### src/rtl/spi_word_master_pkg.sv
// Shared definitions for the SPI word master: device codes, FSM state
// encodings and the chip-select decoder address lookup.
package spi_word_master_pkg;

    // Target device codes used by the configuration sequencers
    localparam logic [3:0] SPI_DEFAULT = 4'd0;
    localparam logic [3:0] SPI_AD5628  = 4'd1;
    localparam logic [3:0] SPI_AD9106  = 4'd2;
    localparam logic [3:0] SPI_2271A   = 4'd3;
    localparam logic [3:0] SPI_2271B   = 4'd4;

    // Frame sequencing states
    typedef enum logic [2:0] {
        ST_IDLE  = 3'd0,
        ST_SETUP = 3'd1,
        ST_SHIFT = 3'd2,
        ST_HOLD  = 3'd3,
        ST_DONE  = 3'd4
    } spi_state_t;

    // CD74HC decoder address {A1,A0} for a device code; unknown codes map to 00
    function automatic logic [1:0] decoder_addr(input logic [3:0] code);
        logic [1:0] addr;
        case (code)
            SPI_AD5628: addr = 2'b00;
            SPI_AD9106: addr = 2'b01;
            SPI_2271A:  addr = 2'b10;
            SPI_2271B:  addr = 2'b11;
            default:    addr = 2'b00;
        endcase
        return addr;
    endfunction

endpackage

### src/rtl/spi_word_master_if.sv
// Command handshake between a configuration sequencer (master) and the
// SPI word engine (slave): word, length, level request and completion.
interface spi_word_master_if #(
    parameter int DATAWIDTH = 32,
    parameter int CNT_WIDTH = 8
);
    import spi_word_master_pkg::*;

    logic [DATAWIDTH-1:0] din;
    logic [CNT_WIDTH-1:0] n_bits;
    logic                 en;
    logic                 finished;

    modport master (output din, output n_bits, output en, input finished);
    modport slave  (input din, input n_bits, input en, output finished);

endinterface

### src/rtl/spi_word_master_half_tick.sv
// Half-period prescaler: a down-counter reloaded with CLKDIV-1 that emits a
// one-cycle tick when it reaches zero. Restart realigns it to a frame start.
module spi_half_tick
    import spi_word_master_pkg::*;
#(
    parameter int CLKDIV = 5
) (
    input  logic clk,
    input  logic rst,
    input  logic restart,
    output logic tick
);

    localparam int             CW     = (CLKDIV > 1) ? $clog2(CLKDIV) : 1;
    localparam logic [CW-1:0]  RELOAD = CW'(CLKDIV - 1);

    logic [CW-1:0] cnt;

    // Count down each cycle, reloading on zero or on a frame restart
    always_ff @(posedge clk) begin
        if (rst) begin
            cnt <= RELOAD;
        end else if (restart || (cnt == '0)) begin
            cnt <= RELOAD;
        end else begin
            cnt <= cnt - CW'(1);
        end
    end

    assign tick = (cnt == '0);

endmodule

### src/rtl/spi_word_master.sv
// SPI transmit engine: sends one MSB-first word framed by cs, with
// configurable SCLK polarity/phase and divider, and a fixed decoder address.
module spi_word_master
    import spi_word_master_pkg::*;
#(
    parameter int         DATAWIDTH = 32,
    parameter int         CNT_WIDTH = 8,
    parameter int         CLKDIV    = 5,
    parameter bit         CPOL      = 1'b1,
    parameter bit         CPHA      = 1'b1,
    parameter logic [3:0] SPINAME   = 4'd2
) (
    input  logic              clk,
    input  logic              rst,
    spi_word_master_if.slave  cmd,
    output logic              sclk,
    output logic              dout,
    output logic              cs,
    output logic              A0,
    output logic              A1
);

    localparam logic [CNT_WIDTH-1:0] MAX_BITS = CNT_WIDTH'(DATAWIDTH);

    spi_state_t           state_q, state_nxt;
    logic [DATAWIDTH-1:0] sreg_q, sreg_nxt;
    logic [CNT_WIDTH-1:0] n_lat_q, n_lat_nxt;
    logic [CNT_WIDTH-1:0] bit_cnt_q, bit_cnt_nxt;
    logic [CNT_WIDTH-1:0] n_eff;
    logic                 sclk_q, sclk_nxt;
    logic                 dout_q, dout_nxt;
    logic                 cs_q, cs_nxt;
    logic                 fin_q, fin_nxt;
    logic                 tick;
    logic                 restart;

    assign n_eff   = (cmd.n_bits > MAX_BITS) ? MAX_BITS : cmd.n_bits;
    assign restart = (state_q == ST_IDLE) && cmd.en;

    spi_half_tick #(
        .CLKDIV (CLKDIV)
    ) u_half_tick (
        .clk     (clk),
        .rst     (rst),
        .restart (restart),
        .tick    (tick)
    );

    // State register
    always_ff @(posedge clk) begin
        if (rst) begin
            state_q <= ST_IDLE;
        end else begin
            state_q <= state_nxt;
        end
    end

    // Next-state logic; dropping en anywhere mid-frame aborts straight to idle
    always_comb begin
        state_nxt = state_q;
        case (state_q)
            ST_IDLE: begin
                if (cmd.en) begin
                    state_nxt = (n_eff == '0) ? ST_DONE : ST_SETUP;
                end
            end
            ST_SETUP: begin
                if (!cmd.en) begin
                    state_nxt = ST_IDLE;
                end else if (tick) begin
                    state_nxt = ST_SHIFT;
                end
            end
            ST_SHIFT: begin
                if (!cmd.en) begin
                    state_nxt = ST_IDLE;
                end else if (tick && (sclk_q == CPOL) && (bit_cnt_q == n_lat_q)) begin
                    state_nxt = ST_HOLD;
                end
            end
            ST_HOLD: begin
                if (!cmd.en) begin
                    state_nxt = ST_IDLE;
                end else if (tick) begin
                    state_nxt = ST_DONE;
                end
            end
            ST_DONE: begin
                if (!cmd.en) begin
                    state_nxt = ST_IDLE;
                end
            end
            default: state_nxt = ST_IDLE;
        endcase
    end

    // Next values of the registered outputs and datapath, driven by the transition taken
    always_comb begin
        sclk_nxt    = sclk_q;
        dout_nxt    = dout_q;
        cs_nxt      = cs_q;
        fin_nxt     = fin_q;
        sreg_nxt    = sreg_q;
        n_lat_nxt   = n_lat_q;
        bit_cnt_nxt = bit_cnt_q;
        if (state_nxt == ST_IDLE) begin
            cs_nxt   = 1'b1;
            sclk_nxt = CPOL;
            dout_nxt = 1'b0;
            fin_nxt  = 1'b0;
        end else begin
            case (state_q)
                ST_IDLE: begin
                    sreg_nxt    = cmd.din;
                    n_lat_nxt   = n_eff;
                    bit_cnt_nxt = '0;
                    if (state_nxt == ST_DONE) begin
                        cs_nxt  = 1'b1;
                        fin_nxt = 1'b1;
                    end else begin
                        cs_nxt = 1'b0;
                        if (!CPHA) begin
                            dout_nxt = cmd.din[DATAWIDTH-1];
                            sreg_nxt = {cmd.din[DATAWIDTH-2:0], 1'b0};
                        end
                    end
                end
                ST_SETUP: begin
                    if (tick) begin
                        sclk_nxt    = ~CPOL;
                        bit_cnt_nxt = CNT_WIDTH'(1);
                        if (CPHA) begin
                            dout_nxt = sreg_q[DATAWIDTH-1];
                            sreg_nxt = {sreg_q[DATAWIDTH-2:0], 1'b0};
                        end
                    end
                end
                ST_SHIFT: begin
                    if (tick && (state_nxt == ST_SHIFT)) begin
                        if (sclk_q != CPOL) begin
                            sclk_nxt = CPOL;
                            if (!CPHA && (bit_cnt_q != n_lat_q)) begin
                                dout_nxt = sreg_q[DATAWIDTH-1];
                                sreg_nxt = {sreg_q[DATAWIDTH-2:0], 1'b0};
                            end
                        end else begin
                            sclk_nxt    = ~CPOL;
                            bit_cnt_nxt = bit_cnt_q + CNT_WIDTH'(1);
                            if (CPHA) begin
                                dout_nxt = sreg_q[DATAWIDTH-1];
                                sreg_nxt = {sreg_q[DATAWIDTH-2:0], 1'b0};
                            end
                        end
                    end
                end
                ST_HOLD: begin
                    sclk_nxt = CPOL;
                    if (state_nxt == ST_DONE) begin
                        cs_nxt   = 1'b1;
                        fin_nxt  = 1'b1;
                        dout_nxt = 1'b0;
                    end
                end
                ST_DONE: begin
                    cs_nxt  = 1'b1;
                    fin_nxt = 1'b1;
                end
                default: ;
            endcase
        end
    end

    // Output and datapath registers
    always_ff @(posedge clk) begin
        if (rst) begin
            sclk_q    <= CPOL;
            dout_q    <= 1'b0;
            cs_q      <= 1'b1;
            fin_q     <= 1'b0;
            sreg_q    <= '0;
            n_lat_q   <= '0;
            bit_cnt_q <= '0;
        end else begin
            sclk_q    <= sclk_nxt;
            dout_q    <= dout_nxt;
            cs_q      <= cs_nxt;
            fin_q     <= fin_nxt;
            sreg_q    <= sreg_nxt;
            n_lat_q   <= n_lat_nxt;
            bit_cnt_q <= bit_cnt_nxt;
        end
    end

    assign sclk         = sclk_q;
    assign dout         = dout_q;
    assign cs           = cs_q;
    assign cmd.finished = fin_q;
    assign {A1, A0}     = decoder_addr(SPINAME);

endmodule

### src/flat_wrapper.sv
// flat-port wrapper written by rule: the top's interface ports become plain ports
module spi_word_master_flat import spi_word_master_pkg::*;
#(
    parameter int         DATAWIDTH = 32,
    parameter int         CNT_WIDTH = 8,
    parameter int         CLKDIV    = 5,
    parameter bit         CPOL      = 1'b1,
    parameter bit         CPHA      = 1'b1,
    parameter logic [3:0] SPINAME   = 4'd2
)
  (clk, rst, sclk, dout, cs, A0, A1, cmd_din, cmd_n_bits, cmd_en, cmd_finished);
  spi_word_master_if #(.DATAWIDTH(DATAWIDTH), .CNT_WIDTH(CNT_WIDTH)) cmd_i ();
  input  logic clk;
  input  logic rst;
  output logic sclk;
  output logic dout;
  output logic cs;
  output logic A0;
  output logic A1;
  input wire logic [$bits(cmd_i.din)-1:0] cmd_din;
  input wire logic [$bits(cmd_i.n_bits)-1:0] cmd_n_bits;
  input wire logic [$bits(cmd_i.en)-1:0] cmd_en;
  output wire logic [$bits(cmd_i.finished)-1:0] cmd_finished;
  assign cmd_i.din = cmd_din;
  assign cmd_i.n_bits = cmd_n_bits;
  assign cmd_i.en = cmd_en;
  assign cmd_finished = cmd_i.finished;
  spi_word_master #(.DATAWIDTH(DATAWIDTH), .CNT_WIDTH(CNT_WIDTH), .CLKDIV(CLKDIV), .CPOL(CPOL), .CPHA(CPHA), .SPINAME(SPINAME)) u_core (.clk(clk), .rst(rst), .cmd(cmd_i), .sclk(sclk), .dout(dout), .cs(cs), .A0(A0), .A1(A1));
endmodule
### config.mk
export PLATFORM = sky130hd
export DESIGN_NAME = spi_word_master_flat
export DESIGN_NICKNAME = d
export VERILOG_FILES = /design/src/rtl/spi_word_master_pkg.sv /design/src/rtl/spi_word_master_if.sv /design/src/rtl/spi_word_master_half_tick.sv /design/src/rtl/spi_word_master.sv /design/src/flat_wrapper.sv
export SDC_FILE = /design/constraint.sdc
export NUM_CORES = 1
export LEC_CHECK = 0
export CAP_MARGIN = 20
export CORE_ASPECT_RATIO = 1.4
export CORE_UTILIZATION = 55
export CTS_BUF_LIST = sky130_fd_sc_hd__clkbuf_8
export CTS_CLUSTER_DIAMETER = 150
export DETAILED_ROUTE_END_ITERATION = 10
export DONT_BUFFER_PORTS = 1
export PLACE_DENSITY = 0.79
export SYNTH_ARGS = -nofsm -noshare
export SYNTH_HDL_FRONTEND = slang
export SYNTH_HIERARCHICAL = 1
export SYNTH_SLANG_ARGS = --single-unit
### constraint.sdc
create_clock -name clk -period 2.3 [get_ports clk]
set_input_delay 0.46 -clock clk [delete_from_list [all_inputs] [get_ports clk]]
set_output_delay 0.46 -clock clk [all_outputs]
set_load 0.02 [all_outputs]
Word level (Yosys, flattened, before mapping)
Cells that the tools add are included.

Bits in registers: 58. Input bits: 43. Output and inout bits: 6. Logic and storage cells: 79.

Add/subtract/negate cells: 2. Order comparisons: 1. Equality and inequality tests: 12. Mux-type cells: 32. Bitwise operators: 1. Reductions and logical operators: 22.

Operators by type and width (count): 32-bit 2-to-1 mux (3); 32-bit one-hot mux with 3 select lines (1); 8-bit 2-to-1 mux (4); 3-bit 2-to-1 mux (9); 8-bit one-hot mux with 3 select lines (1); 3-bit one-hot mux with 5 select lines (1); 2-bit by 1-bit != test with 1-bit output, second input constant (5); 5-bit AND reduction (2); 3-bit by 2-bit equality test with 1-bit output, second input constant (3); 3-bit logical NOT (3); 1-bit 2-to-1 mux (9); 1-bit one-hot mux with 3 select lines (3); 3-bit nonzero test (3); 8-bit by 1-bit adder with 8-bit output, second input constant (1); 8-bit equality test (1); 8-bit by 6-bit > comparator with 1-bit output, second input constant (1); 8-bit logical NOT (1); 3-bit equality test, second input constant (2); 2-bit AND reduction (3); 2-bit OR reduction (3); 1-bit logical AND (4); 3-bit by 1-bit equality test with 1-bit output, second input constant (1); 3-bit AND reduction (1); 3-bit by 1-bit subtractor with 3-bit output, second input constant (1); 4 further kinds (4).

Logic depth before layout (Yosys ltp)
Depth after elaboration: 10. Mapped depth: 10. Mapped depth without buffers: 8.

By module
Netlist, hierarchy kept.

By module, submodules not included: spi_word_master (instances 1, cells an instance 340, area an instance 2969.1 um^2, seq. area each 1101.1 um^2); spi_half_tick (instances 1, cells an instance 11, area an instance 118.9 um^2, seq. area each 60.1 um^2).

Worst setup path before layout
No wires, ideal clock.

Path kind: register -> register. From: reg u_core.u_half_tick.cnt[0]. To: reg u_core.bit_cnt_q[7]. Library setup time: 0.134 ns. Arrival time: 1.812 ns. Required time: 2.166 ns. Setup slack: 0.354 ns. Cell stages (with the launch flop): 11. Path buffers: 2. Clock period less this slack: 1.946 ns. Cell sequence: dfxtp_1 inv_1 ha_1 ha_1 buf_4 nand2_1 o22ai_1 nand2_1 clkbuf_1 o311ai_0 o31ai_1.

Cells in the longest elaborated chain, start to end: 10. Elaborated cells between the ends (all ways): 17. Classes of those cells: eq/ne: 3; mux: 7; bitwise: 1; reduce/logical: 6.

Ends and longest elaborated chain: from (decl) (line spi_word_master_half_tick.sv:17) `logic [CW-1:0] cnt;`; from (signal assigned) (line spi_word_master_half_tick.sv:26) `cnt <= cnt - CW'(1);`; 3-bit logical NOT (*) (line spi_word_master_half_tick.sv:30) `assign tick = (cnt == '0);`; net u_core.tick (line spi_word_master.sv:34) `logic tick;`; 1-bit logical AND (2 in a row) (line spi_word_master.sv:77) `end else if (tick && (sclk_q == CPOL) && (bit_cnt_q == n_lat_q)) begin`; 3-bit 2-to-1 mux (line spi_word_master.sv:77); 3-bit 2-to-1 mux (line spi_word_master.sv:75) `if (!cmd.en) begin`; 3-bit one-hot mux with 5 select lines (line spi_word_master.sv:61) `case (state_q)`; 3-bit by 2-bit equality test with 1-bit output (line spi_word_master.sv:139) `if (tick && (state_nxt == ST_SHIFT)) begin`; 1-bit logical AND (line spi_word_master.sv:139); 2-bit by 1-bit != test with 1-bit output (no line); 5-bit AND reduction (no line) (*); to (signal assigned) (line spi_word_master.sv:190) `bit_cnt_q <= bit_cnt_nxt;`; to (decl) (line spi_word_master.sv:28) `logic [CNT_WIDTH-1:0] bit_cnt_q, bit_cnt_nxt;`.

Mark *: on every way through the listed nets, which the timed path passes. The rest lies on a longest branch. A chain may end at the register's enable or synchronous reset.

Worst setup path after layout
From: reg u_core.u_half_tick.cnt[0]. To: reg u_core.bit_cnt_q[3].

The elaborated chain is that of the path after synthesis.

==> metrics.md <==
| Metric | Value |
|---|---|
| Cell Area, Synth | `0.003088 mm2` |
| Crit Path Category | `flop to flop` |
| Maximum number of pins on one net before global-route repair | `74` |
| Hold path startpoint | `rst` |
| Max Buffers Root-to-Sink | `2` |
| Total clock sinks | `58` |
| DRT iter0 DRCs | `237` |
| Hold Path Cell Cnt | `1` |
| Sequential power share | `48.0%` |
| Layout cells sized above 1 | `9.827%` |
| Post-synthesis cell type count | `50` |
| Clock root cell | `clkbuf_8` |
| Post-CTS sizing | `0` |
| GR Util met1 | `26.87%` |
| Initial antenna violation count | `0` |
| Grt met3 use | `7.197%` |
| Worst hold path endpoint | `u_core/n_lat_q[1]` |
| Syn_area_per_cell | `8.798 um2` |
| Number of diodes | `0` |
| Pwr dens | `689.9 mW/mm2` |
| Die area | `0.005922 mm2` |
| CTS clk-pin slew, worst paths | `0.07 ns` |
| Vias post-DR | `2549` |
| Arrival @ worst endpoint | `2.28 ns` |
| Status | `finished clean` |
| GR Util met2 | `36.25%` |
| Fin crit share | `88.29%` |
| Hold WC Path Type | `input pin to flop` |
| Post-DRT Antenna Nets | `0` |
| Syn_nets | `397` |
| Non-filler cells in the finished layout | `412` |
| Sw frac | `26.02%` |
| Top FF cell, synth | `dfxtp_1` |
| RSZ-0062 raised after global routing | `false` |
| CP Max Fanout | `46` |
| Async S/R FF share, synth | `0%` |
| Gp weighted congestion | `0.8432` |
| I/O Buffers | `0` |
| Cts hold-fix bufs | `0` |
| Fin. max-slew vios | `0` |
| CTS tree | `built` |
| Combinational Power Share | `11.5%` |
| Setup_tns | `0 ns` |
| Postcts setup bufs | `0` |
| Row cnt | `31` |
| Vias in the first global route | `2365` |
| Flop-to-flop setup slack | `0.27 ns` |
| Routed WL per cell | `15.44 um` |
| Seq/Total Area, Yosys | `37.60%` |
| Peak VDD IR | `0.4610 mV` |
| Die Wd | `65.33 um` |
| Area after DPL | `0.003087 mm2` |
| Synth Register Bits | `58` |
| Cells after DPL | `396` |
| Psw | `589.0 uW` |
| Crit end category | `flop` |
| I/O pin total | `49` |
| Worst endpoint required time | `2.55 ns` |
| DRT Pass-1 Iters | `4` |
| Dpl hpwl | `4092 um` |
| Post-layout nets | `387` |
| Final std cell area, no fill | `0.003281 mm2` |
| WL final | `6361 um` |
| Num CTS Buffers | `9` |
| P&R area growth vs syn | `6.240%` |
| GR Util All Layers | `22.67%` |
| Leak | `0.001149 uW` |
| Hold Fails Final Rpt | `0` |
| Clock network power share | `40.4%` |
| Busiest layer in global routing | `met2` |
| Final Setup Violations | `0` |
| First-pass GRT wire length | `10610 um` |
| R2R cell count | `9` |
| Layout Skew | `0.01007 ns` |
| Clk Latency, worst-skew pair | `0.34 ns` |
| Final core utilization | `62.19%` |
| Tmin final | `2.031 ns` |
| RR Startpoint | `u_core/u_half_tick/cnt[0]` |
| Die extent in y | `90.66 um` |
| Cell Int Power | `1674 uW` |
| # fillers | `481` |
| DRC | `0` |
| Synth Instances | `351` |
| Post-synth EDFFs | `0` |
| Max Fclk | `0.4925 GHz` |
| Initial Utilization | `58.54%` |
| Total grt overflow | `0` |
| Htree depth | `3` |
| Worst reg2reg path endpoint | `u_core/bit_cnt_q[3]` |
| Max cap viols | `0` |
| Core Region | `0.005275 mm2` |
| Setup crit start kind | `flop` |
| Via/cell ratio | `6.187` |
| Post-layout total power | `2263 uW` |
| Synth Warn # | `6` |
how the worst max path moves through the flow:
stage               cells past startpoint                  end  slack (ns)                      start
floorplan                              10  u_core/bit_cnt_q[7]        0.35  u_core/u_half_tick/cnt[0]
CTS                                     9  u_core/bit_cnt_q[2]        0.29  u_core/u_half_tick/cnt[0]
global placement                        8          u_core/dout        0.36  u_core/u_half_tick/cnt[0]
finish                                  9  u_core/bit_cnt_q[3]        0.27  u_core/u_half_tick/cnt[0]
detailed placement                      9  u_core/bit_cnt_q[4]        0.31  u_core/u_half_tick/cnt[0]
global route                            9     u_core/sreg_q[4]        0.07  u_core/u_half_tick/cnt[0]
registers in the layout (all words and copies together) (netlist names):
register,flops
u_core/bit_cnt_q,8
u_core/cmd.finished,1
u_core/cs,1
u_core/dout,1
u_core/n_lat_q,8
u_core/sclk,1
u_core/sreg_q,32
u_core/state_q,3
u_core/u_half_tick/cnt,3
layout by cell type (no fill, tap or decap), types with 2 or more instances in the layout:
cell type,count
nand4b_1,3
and3_1,5
o311ai_0,5
mux2i_1,32
nand4_1,3
a31oi_1,2
nor4_1,3
conb_1,2
dfxtp_1,58
xnor2_1,7
clkinv_2,2
clkinvlp_4,4
a21oi_1,37
ha_1,3
or4_1,2
nand3_1,8
nor2_1,14
o21ai_0,35
a22oi_1,6
inv_1,7
o31ai_1,8
xor2_1,2
nor2b_1,3
o21ai_1,7
clkbuf_8,9
nand2_1,9
o211ai_1,4
nor3_1,2
buf_12,3
buf_4,9
or3_1,34
power groups by stage:
stage	Sequential [uW]	Clock [uW]	Combinational, uW
finish	1090	915	261
global route	1090	984	292
CTS	1090	940	260
detailed placement	1110	0	258
global placement	1110	0	251
floorplan	1100	0	235
Yosys cell counts, types with 3 or more instances:
| cell type | instances | area, um2 |
|---|---|---|
| dfxtp_1 | 58 | 1161 |
| a21oi_1 | 37 | 185.2 |
| o21ai_0 | 35 | 175.2 |
| or3_1 | 34 | 212.7 |
| mux2i_1 | 32 | 320.3 |
| clkbuf_1 | 15 | 56.30 |
| nor2_1 | 14 | 52.55 |
| nand2_1 | 9 | 33.78 |
| nand3_1 | 8 | 40.04 |
| o31ai_1 | 8 | 60.06 |
| buf_4 | 7 | 52.55 |
| inv_1 | 7 | 26.28 |
| o21ai_1 | 7 | 35.03 |
| xnor2_1 | 7 | 61.31 |
| a22oi_1 | 6 | 45.04 |
| and3_1 | 5 | 31.28 |
| o311ai_0 | 5 | 43.79 |
| o211ai_1 | 4 | 30.03 |
| buf_2 | 3 | 15.01 |
| buf_6 | 3 | 33.78 |
| buf_8 | 3 | 45.04 |
| ha_1 | 3 | 37.54 |
| nand4_1 | 3 | 18.77 |
| nand4b_1 | 3 | 26.28 |
| nor2b_1 | 3 | 18.77 |
| nor4_1 | 3 | 18.77 |
worst max-delay path, cell delays in order, from the launching register on:
cell	delay [ns]
dfxtp_1	0.31
inv_1	0.05
ha_1	0.14
ha_1	0.24
buf_4	0.19
nand3_1	0.12
nor4_4	0.39
buf_12	0.25
o311ai_0	0.15
o31ai_1	0.09
through the flow:
stage	hold WS [ns]	setup slack, ns
2_1_floorplan	0.3953	0.3540
3_3_place_gp	0.4038	0.3591
3_5_place_dp	0.4157	0.3084
4_1_cts	0.1667	0.2877
5_1_grt	0.1676	0.07192
6_report	0.1831	0.2694
layer usage:
layer / part of all wire (%) / up-vias
met2: 49 / 77
li1: - / 1276
met3: 5.8 / 14
met1: 43 / 1182
met5: 0 / -
met4: 2.2 / 0
logic make-up (layout without fill, tap and decap cells):
| kind of cell | count (synthesis) | after routing | synth area share, % |
|---|---|---|---|
| AOI/OAI and AO/OA | 109 | 109 | 20.22 |
| xor gates and xnor gates | 10 | 10 | 3.080 |
| other | 2 | 2 | 0.2432 |
| adders and majority gates | 3 | 3 | 1.216 |
| DFF | 58 | 58 | 37.60 |
| and+or+nand+nor | 97 | 97 | 19.57 |
| buffers and inverters | 40 | 35 | 7.698 |
| muxes | 32 | 32 | 10.37 |
area by class of cell:
class | count | area (um2) | area share (%)
multi-input cells | 253 | 1689 | 51.49
flip-flops and latches | 58 | 1161 | 35.39
repair buffers | 12 | 127.6 | 3.890
clock buffers | 9 | 123.9 | 3.776
well taps | 66 | 82.58 | 2.517
clock inverters | 7 | 70.07 | 2.136
inverters | 7 | 26.28 | 0.8009
Note: power is estimated with default switching activity, not from simulation.
